`src/rtl/seg7_pkg.sv`:
```
// Shared constants for 7-segment display blocks: hex font, idle levels, digit index type.
package seg7_pkg;

  localparam int IDX_W = 2;

  localparam logic [7:0] SEG_OFF  = 8'hFF;
  localparam logic [3:0] CTRL_OFF = 4'hF;

  // gfedcba, active-low, indexed by nibble value 0..F
  localparam logic [6:0] HEX_FONT [16] = '{
    7'h40, 7'h79, 7'h24, 7'h30, 7'h19, 7'h12, 7'h02, 7'h78,
    7'h00, 7'h10, 7'h08, 7'h03, 7'h46, 7'h21, 7'h06, 7'h0E
  };

  typedef logic [IDX_W-1:0] digit_idx_t;

endpackage

```
`src/rtl/seg7_scan_driver_if.sv`:
```
// Value/load request and multiplexed display outputs of the scan driver.
interface seg7_scan_driver_if;
  import seg7_pkg::*;

  logic [15:0] value;
  logic        load;
  logic [3:0]  dp_in;
  logic [7:0]  display;
  logic [3:0]  ctrl;
  logic        frame_tick;

  modport master (
    output value, load, dp_in,
    input  display, ctrl, frame_tick
  );

  modport slave (
    input  value, load, dp_in,
    output display, ctrl, frame_tick
  );

endinterface

```
`src/rtl/seg7_hex_decoder.sv`:
```
// Combinational nibble to active-low gfedcba segment pattern.
module seg7_hex_decoder
  import seg7_pkg::*;
(
  input  logic [3:0] i_nibble,
  output logic [6:0] o_seg
);

  always_comb begin
    o_seg = HEX_FONT[i_nibble];
  end

endmodule

```
`src/rtl/seg7_scan_driver.sv`:
```
// Four-digit common-anode scan driver with frame-aligned double buffering,
// inter-slot guard blanking and optional leading-zero suppression.
module seg7_scan_driver
  import seg7_pkg::*;
#(
  parameter int REFRESH_DIV = 100000,
  parameter int GUARD       = 2,
  parameter int BLANK_LZ    = 1
) (
  input  logic                clk,
  input  logic                rst_n,
  seg7_scan_driver_if.slave   bus
);

  localparam int                CNT_W   = $clog2(REFRESH_DIV);
  localparam logic [CNT_W-1:0]  CNT_MAX = CNT_W'(REFRESH_DIV - 1);
  localparam logic [CNT_W-1:0]  GUARD_C = CNT_W'(GUARD);

  logic [CNT_W-1:0] r_cnt;
  digit_idx_t       r_idx;
  logic [15:0]      r_act_val;
  logic [3:0]       r_act_dp;
  logic [15:0]      r_pend_val;
  logic [3:0]       r_pend_dp;
  logic             r_pend_vld;
  logic [7:0]       r_display;
  logic [3:0]       r_ctrl;
  logic             r_frame_tick;

  logic             w_wrap;
  logic             w_frame;
  logic [3:0]       w_nib;
  logic [6:0]       w_seg;
  logic             w_blank;

  // Digit i>0 is dark when it and every more-significant nibble are zero and no dp is requested.
  function automatic logic lz_blank(input logic [15:0] val, input logic [3:0] dp,
                                    input digit_idx_t idx);
    logic b;
    case (idx)
      2'd1:    b = (val[15:4]  == 12'h000) && !dp[1];
      2'd2:    b = (val[15:8]  == 8'h00)   && !dp[2];
      2'd3:    b = (val[15:12] == 4'h0)    && !dp[3];
      default: b = 1'b0;
    endcase
    return b;
  endfunction

  assign w_wrap  = (r_cnt == CNT_MAX);
  assign w_frame = w_wrap && (r_idx == digit_idx_t'(3));
  assign w_nib   = r_act_val[{r_idx, 2'b00} +: 4];
  assign w_blank = (BLANK_LZ != 0) && lz_blank(r_act_val, r_act_dp, r_idx);

  seg7_hex_decoder u_dec (
    .i_nibble (w_nib),
    .o_seg    (w_seg)
  );

  always_ff @(posedge clk or negedge rst_n) begin
    if (!rst_n) begin
      r_cnt <= '0;
      r_idx <= '0;
    end else if (w_wrap) begin
      r_cnt <= '0;
      r_idx <= r_idx + 1'b1;
    end else begin
      r_cnt <= r_cnt + 1'b1;
    end
  end

  // A load landing on the boundary bypasses pending so it is not delayed a whole frame.
  always_ff @(posedge clk or negedge rst_n) begin
    if (!rst_n) begin
      r_act_val  <= '0;
      r_act_dp   <= '0;
      r_pend_val <= '0;
      r_pend_dp  <= '0;
      r_pend_vld <= 1'b0;
    end else if (w_frame && bus.load) begin
      r_act_val  <= bus.value;
      r_act_dp   <= bus.dp_in;
      r_pend_vld <= 1'b0;
    end else if (w_frame && r_pend_vld) begin
      r_act_val  <= r_pend_val;
      r_act_dp   <= r_pend_dp;
      r_pend_vld <= 1'b0;
    end else if (bus.load) begin
      r_pend_val <= bus.value;
      r_pend_dp  <= bus.dp_in;
      r_pend_vld <= 1'b1;
    end
  end

  always_ff @(posedge clk or negedge rst_n) begin
    if (!rst_n) begin
      r_display    <= SEG_OFF;
      r_ctrl       <= CTRL_OFF;
      r_frame_tick <= 1'b0;
    end else begin
      r_frame_tick <= w_frame;
      if (r_cnt < GUARD_C) begin
        r_ctrl    <= CTRL_OFF;
        r_display <= SEG_OFF;
      end else begin
        // Blanked digits keep their enable so every slot has the same duty.
        r_ctrl    <= ~(4'b0001 << r_idx);
        r_display <= w_blank ? SEG_OFF : {~r_act_dp[r_idx], w_seg};
      end
    end
  end

  assign bus.display    = r_display;
  assign bus.ctrl       = r_ctrl;
  assign bus.frame_tick = r_frame_tick;

endmodule

```
`src/flat_wrapper.sv`:
```
// flat-port wrapper written by rule: the top's interface ports become plain ports
module seg7_scan_driver_flat import seg7_pkg::*;
#(
  parameter int REFRESH_DIV = 100000,
  parameter int GUARD       = 2,
  parameter int BLANK_LZ    = 1
)
  (clk, rst_n, bus_value, bus_load, bus_dp_in, bus_display, bus_ctrl, bus_frame_tick);
  seg7_scan_driver_if bus_i ();
  input  logic clk;
  input  logic rst_n;
  input wire logic [$bits(bus_i.value)-1:0] bus_value;
  input wire logic [$bits(bus_i.load)-1:0] bus_load;
  input wire logic [$bits(bus_i.dp_in)-1:0] bus_dp_in;
  output wire logic [$bits(bus_i.display)-1:0] bus_display;
  output wire logic [$bits(bus_i.ctrl)-1:0] bus_ctrl;
  output wire logic [$bits(bus_i.frame_tick)-1:0] bus_frame_tick;
  assign bus_i.value = bus_value;
  assign bus_i.load = bus_load;
  assign bus_i.dp_in = bus_dp_in;
  assign bus_display = bus_i.display;
  assign bus_ctrl = bus_i.ctrl;
  assign bus_frame_tick = bus_i.frame_tick;
  seg7_scan_driver #(.REFRESH_DIV(REFRESH_DIV), .GUARD(GUARD), .BLANK_LZ(BLANK_LZ)) u_core (.clk(clk), .rst_n(rst_n), .bus(bus_i));
endmodule
```
`config.mk`:
```
export PLATFORM = sky130hd
export DESIGN_NAME = seg7_scan_driver_flat
export DESIGN_NICKNAME = d
export VERILOG_FILES = /design/src/rtl/seg7_pkg.sv /design/src/rtl/seg7_scan_driver_if.sv /design/src/rtl/seg7_hex_decoder.sv /design/src/rtl/seg7_scan_driver.sv /design/src/flat_wrapper.sv
export SDC_FILE = /design/constraint.sdc
export NUM_CORES = 1
export LEC_CHECK = 0
export ABC_AREA = 1
export ABC_CLOCK_PERIOD_IN_PS = 2000
export BUFFER_PORTS_ARGS = -buffer_cell sky130_fd_sc_hd__buf_2
export CORE_MARGIN = 5
export CORE_UTILIZATION = 54
export CTS_CLUSTER_DIAMETER = 80
export DETAILED_ROUTE_END_ITERATION = 16
export PLACE_DENSITY = 0.83
export SYNTH_ARGS = -nofsm -noshare
export SYNTH_HDL_FRONTEND = slang
export SYNTH_HIERARCHICAL = 1
export SYNTH_SLANG_ARGS = --single-unit
```
`constraint.sdc`:
```
create_clock -name clk -period 2 [get_ports clk]
set_input_delay 0.3 -clock clk [delete_from_list [all_inputs] [get_ports clk]]
set_output_delay 0.3 -clock clk [all_outputs]
set_load 0.02 [all_outputs]
```
==> impl_metrics.py, run 1 <==
metrics = {
    "cells_and_area": {
        "layout_commonest_cell": "nand2_1",
        "drive_above_1_share_pct": 16.7,
        "final_cell_mix": "nand2_1 (169), nor2_1 (74), dfrtp_1 (60)",
        "diodes": 0,
        "area_growth_syn_to_layout_pct": 14.1,
        "fin_area_sq_um": 4490,
        "fin_cells": 669,
        "layout.nets": 601,
    },
    "timing": {
        "layout_setup_ws_ns": 0.179,
        "maxSlewHeadroom_pct": 61.2,
        "tns_ns": 0,
        "period_minus_slack_ns": 1.82,
        "tightest_slew_ns": 0.582,
        "maxSlewViolCount": 0,
        "finalSetupViolCount": 0,
        "period_share_pct": 91.1,
        "fin_skew_ns": 0.00836,
        "hold_violations": 0,
        "fmax_mhz": 549,
    },
    "die": {
        "num_rows": 31,
        "die_w_microns": 95.3,
        "chipHeight_microns": 95.3,
        "die-area_sq_um": 9090,
        "design.core.area_sq_um": 7180,
        "io-pin-count": 36,
        "start_util_pct": 54.8,
    },
    "synthesis": {
        "postSynthCellCount": 524,
        "yosys.cell_types.count": 31,
        "ys.flop_type": "dfrtp_1",
        "async_flop_share_pct": 100,
        "synth-simple-area-share_pct": 34.3,
        "synth_area_per_cell_sq_um": 7.50,
        "synth_seq_cells": 73,
        "synth_edf_count": 0,
        "synth_fa_ha_area_share_pct": 4.14,
        "ys_warn_count": 6,
        "synth_xor_area_share_pct": 1.78,
        "netlist_area_sq_um": 3930,
        "synth_compound_area_share_pct": 3.88,
        "synth.mux.area_fraction_pct": 0,
        "synth_nets": 560,
        "ys_seq_area_share_pct": 46.8,
        "synth_top_family_by_area": "simple AND/OR/NAND/NOR gates",
    },
    "worst_setup_path": {
        "end_kind": "flop",
        "startpoint_type": "flop",
        "required_ns": 2.25,
        "cp_max_fo": 12,
        "critPathArrivalTime_ns": 2.07,
        "path_class": "flop to flop",
    },
    "grt": {
        "grt_pass1_wl_microns": 14700,
        "gr-usage-all-layers_pct": 20.4,
        "grt_pass1_vias": 3250,
        "grt-ovfl-total": 0,
        "grt_max_degree": 55,
        "antenna_found_initial": 0,
    },
    "clocking": {
        "cts_tree": "done",
        "clk_pin_slew_ns": 0.08,
        "clk_latency_ns": 0.34,
        "h-tree-depth": 3,
        "clockBufferDepth": 2,
        "clkSinkCount": 73,
        "cts_buffers": 9,
        "cts-root-buf": "clkbuf_8",
    },
    "place": {
        "place_area_sq_um": 4250,
        "place.gp.congestion": 0.945,
        "dp.cells": 650,
        "io_buffer_count": 35,
        "dp.final_hpwl_microns": 6190,
        "pre_cts_slack_ns": 0.130,
    },
    "run": {
        "drv_cap": 0,
    },
    "drt": {
        "avgRoutedWirePerCell_microns": 12.8,
        "vias": 3414,
        "viasPerCell": 5.10,
        "drt-initial-drc-count": 154,
        "drtAntennaViolNets": 0,
        "dr.pass1.iters": 4,
        "drc": 0,
        "wl_microns": 8530,
    },
    "power_and_ir_drop": {
        "vdd_drop_max_mv": 0.442,
        "power.total_mw": 2.87,
        "leakage_nw": 2.55,
        "power_density_nw_per_um2": 639,
    },
    "worst_hold_path": {
        "hp-class": "primary input to flop",
    },
    "outcome": {
        "status": "finished clean",
    },
}
[cell usage after synthesis (8+ instances only)]
master / n / area (sq um)
clkbuf_1: 11 / 41.3
nand3_1: 40 / 200
inv_1: 58 / 218
nand4_1: 9 / 56.3
o21ai_0: 14 / 70.1
nor2_1: 74 / 278
dfstp_2: 12 / 315
xor2_1: 8 / 70.1
nand2_1: 169 / 634
dfrtp_1: 61 / 1530
ha_1: 13 / 163
[stage by stage]
stage / util, % / hold slack, ns
after global routing: 62.5 / 0.193
after detailed placement: 59.2 / 0.275
after global placement: 59.2 / 0.266
final: 62.5 / 0.200
after CTS: 62.2 / 0.182
after floorplan: - / 0.00441
[kinds of logic after synthesis]
kind of cell / Yosys count
buffers and inverters: 84
AOI/OAI and AO/OA: 28
DFF: 73
and+or+nand+nor: 318
xor gates and xnor gates: 8
adders and majority gates: 13
[sequential cells by signal, indices dropped and copies added, names as in the netlist]
register	cells
u_core/bus.display	8
u_core/bus.frame_tick	1
u_core/r_act_val	16
u_core/r_act_dp	4
u_core/r_pend_vld	1
u_core/bus.ctrl	4
u_core/r_pend_val	16
u_core/r_pend_dp	4
u_core/r_cnt	17
u_core/r_idx	2
[timing repair]
action / CTS / global route
gates resized for setup: 0 / 5
hold buffers: 1 / 0
hold endpoints to repair: 7 / 0
endpoints found under the setup margin: 0 / 27
buffers inserted: 0 / 2
[power by group]
group | internal, mW | leakage [nW] | switching [mW]
Clock | 0.612 | 0.0985 | 0.563
Sequential | 1.51 | 0.920 | 0.0199
Combinational | 0.0589 | 1.53 | 0.102
Total | 2.18 | 2.55 | 0.685
[layer usage]
layer  share of wire [%]  global-route usage [%]  routed length (microns)
met4                 1.4                    6.61                      121
met3                 5.4                    3.87                      461
met2                  48                    34.1                     4060
met1                  46                    26.7                     3890
met5                   0                       0                        0
[final cells by class]
cell class / count / area (sq um)
Fill cell: 639 / 2690
Sequential cell: 73 / 1840
Multi-Input combinational cell: 367 / 1750
Timing Repair Buffer: 52 / 330
Inverter: 62 / 234
Clock buffer: 10 / 138
Tap cell: 99 / 124
Clock inverter: 6 / 67.6
[final timing paths]
check,startpoint,to,slack [ns],depth (start not counted)
max reg2reg,u_core/r_idx[0],u_core/bus.display[3],0.18,10
max,u_core/r_idx[0],u_core/bus.display[3],0.18,10
min reg2reg,u_core/r_cnt[0],u_core/r_cnt[0],0.47,1
min in group asynchronous,rst_n,u_core/r_cnt[10],0.44,2
max in group asynchronous,rst_n,u_core/r_idx[1],0.91,3
min,bus_value[6],u_core/r_pend_val[6],0.20,3
[worst max-delay path, cell delays in order (launching register included)]
cell and delay, ns:
dfrtp_1 0.36, buf_4 0.19, o21ai_0 0.12, o22ai_2 0.25, inv_1 0.16, ha_1 0.21
inv_1 0.10, nand2_1 0.08, nand3_1 0.08, nand2_1 0.05, nand3b_1 0.14
Note: power is estimated with default switching activity, not from simulation.
==> inputs of run 2 (changes only) <==
--- a/config.mk
+++ b/config.mk
@@ -8,10 +8,12 @@
 export ABC_AREA = 1
 export ABC_CLOCK_PERIOD_IN_PS = 2000
 export BUFFER_PORTS_ARGS = -buffer_cell sky130_fd_sc_hd__buf_2
+export CORE_ASPECT_RATIO = 1.1
 export CORE_MARGIN = 5
 export CORE_UTILIZATION = 54
 export CTS_CLUSTER_DIAMETER = 80
 export DETAILED_ROUTE_END_ITERATION = 16
+export GPL_TIMING_DRIVEN = 1
 export PLACE_DENSITY = 0.83
 export SYNTH_ARGS = -nofsm -noshare
 export SYNTH_HDL_FRONTEND = slang
==> impl_metrics.py, run 2 (synthesized netlist as in run 1, its figures left out) <==
metrics = {
    "worst_setup_path": {
        "path_class": "flop to flop",
        "r2r_cells": 9,
        "crit_path_frequent_cell": "nand2_1",
        "startpoint_type": "flop",
        "r2r_slack_ns": 0.18,
        "end_kind": "flop",
        "critPathArrivalTime_ns": 2.08,
        "crit_slowest_cell": "dfrtp_1",
        "slowest_delay_ns": 0.46,
        "r2r_end": "u_core/bus.display[3]",
        "regToRegStartpoint": "u_core/r_idx[1]",
        "crit_chain": "inv_2 -> o21ai_0 -> o22ai_2 -> inv_1 -> ha_1 -> nand2_1 -> nand3_1 -> nand2_1 -> nand3b_1",
        "cp_max_fo": 7,
        "required_ns": 2.26,
    },
    "cells_and_area": {
        "fillerInstances": 599,
        "area_growth_syn_to_layout_pct": 14.2,
        "multiInputGateArea_sq_um": 1740,
        "layout.nets": 603,
        "diodes": 0,
        "largest_reg_flops": 17,
        "final_cell_mix": "nand2_1 (169), nor2_1 (74), dfrtp_1 (61)",
        "reg.largest.list": "u_core/r_cnt (17), u_core/r_act_val (16), u_core/r_pend_val (16)",
        "regMostFlops": "u_core/r_cnt",
        "seqCellArea_sq_um": 1840,
        "drive_above_1_share_pct": 16.4,
        "layout_commonest_cell": "nand2_1",
        "fin_cells": 657,
        "finish.utilization_pct": 63.7,
    },
    "drt": {
        "wl_microns": 8340,
        "drc": 0,
        "viasPerCell": 5.17,
        "avgRoutedWirePerCell_microns": 12.7,
        "vias": 3395,
        "drt-initial-drc-count": 247,
        "dr.pass1.iters": 5,
        "drtAntennaViolNets": 0,
    },
    "run": {
        "drv_cap": 0,
    },
    "worst_hold_path": {
        "worstHoldEndpoint": "u_core/r_pend_val[10]",
        "holdCritStartpoint": "bus_value[10]",
        "hp-class": "primary input to flop",
        "hold_depth": 3,
    },
    "clocking": {
        "cts-root-buf": "clkbuf_8",
        "clk_pin_slew_ns": 0.07,
        "clk_latency_ns": 0.34,
        "cts_tree": "done",
        "clkSinkCount": 73,
        "clockBufferDepth": 2,
        "cts_buffers": 9,
        "h-tree-depth": 3,
    },
    "place": {
        "place.gp.congestion": 0.938,
        "dp.final_hpwl_microns": 5960,
        "io_buffer_count": 35,
        "dp.cells": 638,
    },
    "grt": {
        "gr-usage-all-layers_pct": 19.6,
        "grt_pass1_wl_microns": 14500,
        "grt_max_degree": 41,
        "grt_pass1_vias": 3154,
        "antenna_found_initial": 0,
        "grt-ovfl-total": 0,
    },
    "timing": {
        "hold_violations": 0,
        "rsz0062_at_grt": "false",
        "period_minus_slack_ns": 1.82,
        "tightest_slew_ns": 0.609,
        "fmax_mhz": 549,
        "whs_ns": 0.204,
        "maxSlewViolCount": 0,
        "period_share_pct": 91.0,
        "tns_ns": 0,
        "finalSetupViolCount": 0,
        "maxSlewHeadroom_pct": 59.4,
        "fin_skew_ns": 0.00772,
    },
    "power_and_ir_drop": {
        "power_density_nw_per_um2": 643,
        "leakage_nw": 2.57,
        "power.total_mw": 2.89,
        "vdd_drop_max_mv": 0.407,
    },
    "die": {
        "design.core.area_sq_um": 7050,
        "start_util_pct": 55.8,
        "die_w_microns": 91.4,
        "die-area_sq_um": 9090,
        "num_rows": 32,
        "chipHeight_microns": 99.5,
        "io-pin-count": 36,
    },
    "outcome": {
        "status": "finished clean",
    },
}
[run 2: cell types whose count changed in the layout (fill, tap and decap cells not counted), sizes merged]
| cell | change |
|---|---|
| clkinv | -2 |
| clkinvlp | -2 |
| buf | +2 |
| clkbuf | +4 |
[run 2: layout make-up]
type	count	area share, %
Inverter	62	5.21
Timing Repair Buffer	54	7.97
Multi-Input combinational cell	367	38.8
Tap cell	85	2.37
Clock inverter	2	0.780
Sequential cell	73	41.0
Clock buffer	14	3.85
[run 2: repair_timing]
item	4_1_cts	5_1_grt
gates resized for setup	0	2
buffers inserted	0	2
hold endpoints to repair	5	0
setup endpoints to repair	0	4
hold buffers	1	0
[run 2: critical path: cells and delay by family, from the launching register on]
family | cells | cell delay, ns
and+or+nand+nor | 4 | 0.31
adders and majority gates | 1 | 0.34
AOI/OAI and AO/OA | 2 | 0.34
DFF | 1 | 0.46
buffers and inverters | 2 | 0.29
[run 2: worst max path at each step]
stage / start / to / cells after the start
floorplan: u_core/r_idx[0] / u_core/bus.display[3] / 9
global route: u_core/r_idx[1] / u_core/bus.display[0] / 10
CTS: u_core/r_idx[1] / u_core/bus.display[3] / 9
finish: u_core/r_idx[1] / u_core/bus.display[3] / 9
detailed placement: u_core/r_idx[1] / u_core/bus.display[0] / 10
global placement: u_core/r_idx[0] / u_core/bus.display[3] / 9
[run 2: layer usage]
| layer | up-vias | part of all wire [%] | GRT usage, % | wire, microns |
|---|---|---|---|---|
| li1 | 1713 | - | - | - |
| met1 | 1565 | 44 | 25.9 | 3700 |
| met2 | 99 | 48 | 31.7 | 4040 |
| met3 | 18 | 5.0 | 3.33 | 415 |
| met4 | 0 | 2.2 | 8.80 | 182 |
| met5 | - | 0 | 0 | 0 |
[run 2: through the flow]
step                      setup WS [ns]  area, sq um
after floorplan                  0.0862         3940
after global placement            0.232         4260
after detailed placement          0.133         4260
after CTS                         0.107         4470
after global routing             0.0150         4490
final                             0.179         4490
[run 2: where the power goes]
part | switching (mW) | total [mW] | internal (mW)
sequential | 0.0185 | 1.53 | 1.51
clock | 0.511 | 1.19 | 0.678
combinational | 0.102 | 0.167 | 0.0650
total | 0.632 | 2.89 | 2.26
